### src/rtl/stack_access_sequencer.sv
// Stack access sequencer: owns SP and turns push/pop of 16/32-bit values into
// one or two 16-bit data-memory accesses, holding Busy while a frame is in flight.
module stack_access_sequencer #(
  parameter int                ADDR_W  = 32,
  parameter int                DATA_W  = 16,
  parameter logic [ADDR_W-1:0] SP_INIT = 'h000F_FFFF
) (
  input  logic                  CLK,
  input  logic                  Reset,
  input  logic                  Req,
  input  logic [1:0]            Op,
  input  logic [2*DATA_W-1:0]   WrData,
  output logic                  Busy,
  output logic                  Done,
  output logic                  Fault,
  output logic [2*DATA_W-1:0]   RdData,
  output logic [ADDR_W-1:0]     SP,
  output logic [ADDR_W-1:0]     MemAddr,
  output logic [DATA_W-1:0]     MemDataIn,
  input  logic [DATA_W-1:0]     MemDataOut,
  output logic                  MemRead,
  output logic                  MemWrite
);

  typedef enum logic [1:0] {IDLE, ACC0, ACC1, FINISH} state_t;

  state_t                state, nstate;
  logic [1:0]            op_q;
  logic [2*DATA_W-1:0]   wd_q;
  logic                  flt_q;
  logic [ADDR_W-1:0]     sp_q;
  logic [2*DATA_W-1:0]   rd_q;
  logic [DATA_W-1:0]     mdin_q;
  logic                  fault_now, acc, is_pop, is32;

  assign is_pop = op_q[0];
  assign is32   = op_q[1];
  assign acc    = (state == ACC0) || (state == ACC1);

  // Reject frames that would wrap SP below 0 or pop past the empty mark.
  always_comb begin
    fault_now = 1'b0;
    case (Op)
      2'b00: fault_now = (sp_q == '0);
      2'b01: fault_now = (sp_q == SP_INIT);
      2'b10: fault_now = (sp_q < ADDR_W'(2));
      2'b11: fault_now = ((SP_INIT - sp_q) < ADDR_W'(2));
      default: fault_now = 1'b0;
    endcase
  end

  always_ff @(posedge CLK) begin
    if (Reset) begin
      state  <= IDLE;
      op_q   <= '0;
      wd_q   <= '0;
      flt_q  <= 1'b0;
      sp_q   <= SP_INIT;
      rd_q   <= '0;
      mdin_q <= '0;
    end else begin
      state  <= nstate;
      mdin_q <= MemDataIn;
      if (state == IDLE && Req) begin
        op_q  <= Op;
        wd_q  <= WrData;
        flt_q <= fault_now;
      end
      if (acc) begin
        sp_q <= is_pop ? sp_q + ADDR_W'(1) : sp_q - ADDR_W'(1);
        if (is_pop) begin
          if (state == ACC0) rd_q <= {{DATA_W{1'b0}}, MemDataOut};
          else               rd_q[2*DATA_W-1:DATA_W] <= MemDataOut;
        end
      end
    end
  end

  always_comb begin
    nstate = state;
    case (state)
      IDLE:    if (Req) nstate = fault_now ? FINISH : ACC0;
      ACC0:    nstate = is32 ? ACC1 : FINISH;
      ACC1:    nstate = FINISH;
      FINISH:  nstate = IDLE;
      default: nstate = IDLE;
    endcase
  end

  // Memory strobes are dropped during reset so an aborted frame stops at once.
  always_comb begin
    Busy      = (state != IDLE);
    Done      = (state == FINISH);
    Fault     = (state == FINISH) && flt_q;
    MemRead   = acc && is_pop && !Reset;
    MemWrite  = acc && !is_pop && !Reset;
    MemAddr   = (acc && is_pop) ? sp_q + ADDR_W'(1) : sp_q;
    MemDataIn = mdin_q;
    if (acc && !is_pop)
      MemDataIn = (state == ACC0 && is32) ? wd_q[2*DATA_W-1:DATA_W] : wd_q[DATA_W-1:0];
  end

  assign SP     = sp_q;
  assign RdData = rd_q;

endmodule

### config.mk
export PLATFORM = sky130hd
export DESIGN_NAME = stack_access_sequencer
export DESIGN_NICKNAME = d
export VERILOG_FILES = /design/src/rtl/stack_access_sequencer.sv
export SDC_FILE = /design/constraint.sdc
export NUM_CORES = 1
export LEC_CHECK = 0
export CORE_ASPECT_RATIO = 0.5
export CORE_MARGIN = 2
export CORE_UTILIZATION = 25
export DETAILED_ROUTE_END_ITERATION = 10
export PLACE_DENSITY = 0.52
export SETUP_SLACK_MARGIN = 0.3
export SYNTH_ARGS = -nofsm -noshare
export SYNTH_HDL_FRONTEND = slang
export SYNTH_SLANG_ARGS = --single-unit
### constraint.sdc
create_clock -name CLK -period 5.6 [get_ports CLK]
set_clock_uncertainty 0.1 [all_clocks]
set_input_delay 0.56 -clock CLK [delete_from_list [all_inputs] [get_ports CLK]]
set_output_delay 0.56 -clock CLK [all_outputs]
set_load 0.02 [all_outputs]
Word level (Yosys, flattened, before mapping)
Cells that the tools add are included.
{"block": "word_totals", "output_inout_bits": 117, "reg_bits": 117, "word_cells": 47, "in_bits": 53}
{"block": "classes", "order_cmp": 2, "mux": 10, "n_addsub": 3, "reduce_logical": 16, "eq_ne": 8}
{"cell": "less-than comparator 32 x 2 -> 1 bit, second input constant", "count": 2}
{"cell": "2-to-1 mux 32 bit", "count": 2}
{"cell": "2-to-1 mux 16 bit", "count": 3}
{"cell": "adder 32 x 1 -> 32 bit, second input constant", "count": 1}
{"cell": "equality test 32 x 20 -> 1 bit, second input constant", "count": 1}
{"cell": "logical NOT 32 bit", "count": 1}
{"cell": "subtractor 20 x 32 -> 32 bit, first input constant", "count": 1}
{"cell": "subtractor 32 x 1 -> 32 bit, second input constant", "count": 1}
{"cell": "equality test 2 bit, second input constant", "count": 4}
{"cell": "one-hot mux 2 bit (4 select lines)", "count": 1}
{"cell": "logical AND 1 bit", "count": 7}
{"cell": "equality test 2 x 1 -> 1 bit, second input constant", "count": 2}
{"cell": "logical NOT 2 bit", "count": 2}
{"cell": "2-to-1 mux 2 bit", "count": 2}
{"cell": "one-hot mux 1 bit (4 select lines)", "count": 1}
{"cell": "AND reduction 3 bit", "count": 1}
{"cell": "logical NOT 1 bit", "count": 2}
{"cell": "!= test 2 bit, second input constant", "count": 1}
{"cell": "AND reduction 2 bit", "count": 1}
{"cell": "nonzero test 2 bit", "count": 1}
{"cell": "logical OR 1 bit", "count": 1}
{"cell": "2-to-1 mux 1 bit", "count": 1}

Depth between registers and ports, before layout
{"block": "depth", "word_depth": 6, "ltp_mapped": 9, "mapped_depth_nobuf": 7}

Worst setup path after synthesis
Ideal clock, no wire load.
{"block": "synth_path", "path_type": "flip-flop to output port", "startpoint": "register sp_q[6] (netlist: SP[6])", "endpoint": "output MemAddr[25]", "slack_ns": 2.552, "required_time_ns": 4.940, "path_buffers": 3, "t_arrival_ns": 2.388, "path_stages_with_launch": 8, "cell_sequence": "dfxtp_1 buf_2 nand2_1 or4_1 clkbuf_1 clkbuf_1 nor4_1 xor2_1"}
{"block": "synth_between", "elab_chain_cells": 2}
{"element": "start: declaration", "line": "31", "source": "logic [ADDR_W-1:0] sp_q;"}
{"element": "start signal: assignment", "line": "70", "source": "sp_q <= is_pop ? sp_q + ADDR_W'(1) : sp_q - ADDR_W'(1);"}
{"element": "adder 32 x 1 -> 32 bit", "line": "97", "source": "MemAddr = (acc && is_pop) ? sp_q + ADDR_W'(1) : sp_q;"}
{"element": "2-to-1 mux 32 bit", "line": "97"}
{"element": "end: declaration", "line": "18", "source": "output logic [ADDR_W-1:0] MemAddr,"}
Every way passes these cells.

Final worst setup path
{"block": "layout_path", "startpoint": "register sp_q[2] (netlist: SP[2])", "endpoint": "output MemAddr[30]"}
Same word-level chain as after synthesis.

==> out/qor.yml <==
run_status:
  status: "finished clean"
yosys:
  ys_ff_latch: 117
  synth-main-ff-cell: "dfxtp_1"
  ys_types: 60
  netlist.area_leader.share: 0.390
  syn-cell-area_sq_um: 6000
  synth_edf_count: 0
  synth.largest_area_cell: "dfxtp_1"
  ys_seq_area_frac: 0.390
  synthTopCellsByArea: "dfxtp_1 (39%), nand2_1 (9.6%), a21oi_1 (5.1%), mux2i_1 (3.8%), xnor2_1 (3.4%)"
  async_reset_ff_frac: 0
  synthMostInstantiatedCell: "nand2_1"
  synth_warnings: 0
  syn_area_per_cell_sq_um: 7.87
  synth_fp_nets: 821
  syn_inst: 762
  synth_common_cells: "nand2_1 (153), dfxtp_1 (117), a21oi_1 (61)"
placed_design:
  io_buffer_count: 169
  place_hpwl_microns: 14100
  place_congestion: 0.807
clock_tree:
  numCtsBuffers: 17
  clk_pin_slew_ns: 0.06
  clock-sinks: 117
  htreeDepth: 4
  cts_hold_buf: 0
  cts_root_buffer: "clkbuf_16"
  cts_resized: 0
  clk_latency_ns: 0.42
  cts_buffer_depth: 2
  post_cts_buffers: 0
  cts_tree: "built"
global_routing:
  antenna_found_initial: 0
  top_usage_layer: "met2"
  grt_pass1_wl_microns: 31900
  first_global_vias: 5602
  use_met1: 0.206
  track_usage: 0.159
  grt_overflow_total: 0
  grt_max_degree: 41
  met2_usage: 0.272
  grt_use_met3: 0.0319
power:
  leakagePower_nw: 3.10
  switching_share: 0.385
  p_sw_mw: 1.31
  internal_power_mw: 2.09
  pwr-share-seq: 0.303
  pwr-share-clk: 0.334
  powerDensity_nw_per_um2: 402
  comb_power_share: 0.363
  ir_drop_v: 0.000232
critical_path:
  path_depth: 6
  worst_ep_required_time_ns: 4.94
  crit_fanout: 14
  crit_start: "SP[2]$_SDFFE_PP1N_"
  critPathKind: "flip-flop to primary output"
  reg2reg_depth: 8
  cp.buffers_inverters: 1
  cp-start-kind: "flip-flop"
  critPathArrivalTime_ns: 3.89
  worstPathCellList: "nand4_1, or4_1, nor3_1, nand3_1, xnor2_1, clkdlybuf4s50_1"
  cp-end-kind: "primary output"
  cp_top_family: "simple AND/OR/NAND/NOR gates"
  max_stage_delay_ns: 0.93
  slowest_stage: "or4_1"
  rr_startpoint: "state[0]$_SDFFE_PP0P_"
route:
  wire_per_inst_microns: 16.7
  drtAntennaViolNets: 0
  detail_route.iter0.violations: 398
  route.detailed.drc: 0
  via_count: 5927
  wirelength_microns: 20400
  drt_pass1_iterations: 5
  post_drt_via_cell_ratio: 4.85
worst_hold_path:
  hold_class: "flip-flop to flip-flop"
  worstHoldPathCells: 2
  min_from: "wd_q[16]$_SDFFE_PP0P_"
floorplan:
  rows: 40
  start_util: 0.252
  core-area_sq_um: 23800
  die_width_microns: 223
  ios: 170
  dieArea_sq_um: 25300
  die_height_microns: 114
timing:
  hold_viol_final: 0
  maxSlewHeadroom: 0.205
  max_clock_freq_ghz: 0.220
  min_period_over_period: 0.812
  worstMarginPinSlew_ns: 1.19
  setup_violations: 0
  rsz0062_at_grt: "false"
  tns_ns: 0
  final_max_slew_viol_count: 0
  period_minus_slack_ns: 4.55
final_layout:
  multi_input_area_sq_um: 3330
  area_growth_syn_to_layout_pct: 41.3
  drive_gt1_frac: 0.0728
  ff_latch_area_sq_um: 2340
  fillerInstances: 2430
  antenna_cells: 0
  final_util: 0.356
  final_nets: 953
job:
  cap_violations: 0
==> cell families (layout without fill, tap and decap cells) <==
| group | count (synthesis) | in the layout | share of synthesized area |
|---|---|---|---|
| buffers and inverters | 79 | 224 | 0.0557 |
| DFF | 117 | 117 | 0.390 |
| AOI/OAI and AO/OA | 133 | 133 | 0.133 |
| and+or+nand+nor | 358 | 358 | 0.300 |
| xor gates and xnor gates | 41 | 41 | 0.0599 |
| adders and majority gates | 6 | 6 | 0.0125 |
| muxes | 28 | 28 | 0.0478 |
==> tightest hold or removal path: cells and delay by family, from the launching register on <==
family	cells	cell delay, ns
AOI/OAI and AO/OA	1	0.05
and+or+nand+nor	1	0.05
DFF	1	0.30
==> routing by layer <==
| layer | wire length, microns | up-vias | share of wire |
|---|---|---|---|
| li1 | - | 2914 | - |
| met1 | 9190 | 2855 | 0.45 |
| met2 | 10100 | 143 | 0.49 |
| met3 | 933 | 15 | 0.046 |
| met4 | 227 | 0 | 0.011 |
| met5 | 0 | - | 0 |
==> path summary, 6_finish.rpt <==
check,slack (ns),to
worst max register to register,2.18,SP[29]$_SDFFE_PP0N_
worst min-delay path,0.35,wd_q[16]$_SDFFE_PP0P_
worst max-delay path,1.05,MemAddr[30]
worst min register to register,0.35,wd_q[16]$_SDFFE_PP0P_
==> flip-flops by register name, indices dropped and copies added, names as in the netlist <==
register / cells
SP: 32
wd_q: 32
flt_q: 1
op_q: 2
mdin_q: 16
state: 2
RdData: 32
==> through the flow <==
stage / cells / area [sq um] / hold WS [ns] / setup slack (ns) / power, mW
6_report: 1222 / 8470 / 0.353 / 1.05 / 3.40
5_1_grt: 1222 / 8470 / 0.377 / 0.726 / 3.60
4_1_cts: 1222 / 8470 / 0.355 / 1.03 / 3.44
3_5_place_dp: 1190 / 7870 / 0.347 / 1.50 / 2.29
3_3_place_gp: 1190 / 7870 / 0.343 / 1.54 / 2.28
2_1_floorplan: 762 / 6000 / 0.336 / 2.55 / 1.80
==> power groups by stage <==
stage	clock network [mW]	logic [mW]	registers [mW]
floorplan	0	0.761	1.03
global placement	0	1.25	1.04
detailed placement	0	1.24	1.05
CTS	1.16	1.25	1.03
global route	1.21	1.35	1.05
finish	1.14	1.23	1.03
==> final cells by class <==
cell class,instances,share of cell area
tap,315,0.0465
inverter,14,0.00620
clock inverter,15,0.0213
sequential,117,0.276
timing repair buffer,178,0.207
multi-input combinational,566,0.392
clock buffer,17,0.0502
==> cells in the final DEF, fill, tap and decap left out, types with 16 or more instances in the layout <==
cell / netlist / final
and2_1: 20 / 20
nand2_1: 153 / 153
nor3_1: 32 / 32
nand3_1: 28 / 28
dfxtp_1: 117 / 117
xnor2_1: 23 / 23
clkbuf_16: 0 / 17
a22o_1: 16 / 16
nor4_1: 21 / 21
o21ai_0: 32 / 32
xor2_1: 18 / 18
clkdlybuf4s50_1: 0 / 168
mux2i_1: 23 / 23
a21oi_1: 61 / 60
nor2_1: 29 / 29
Note: power is estimated with default switching activity, not from simulation.
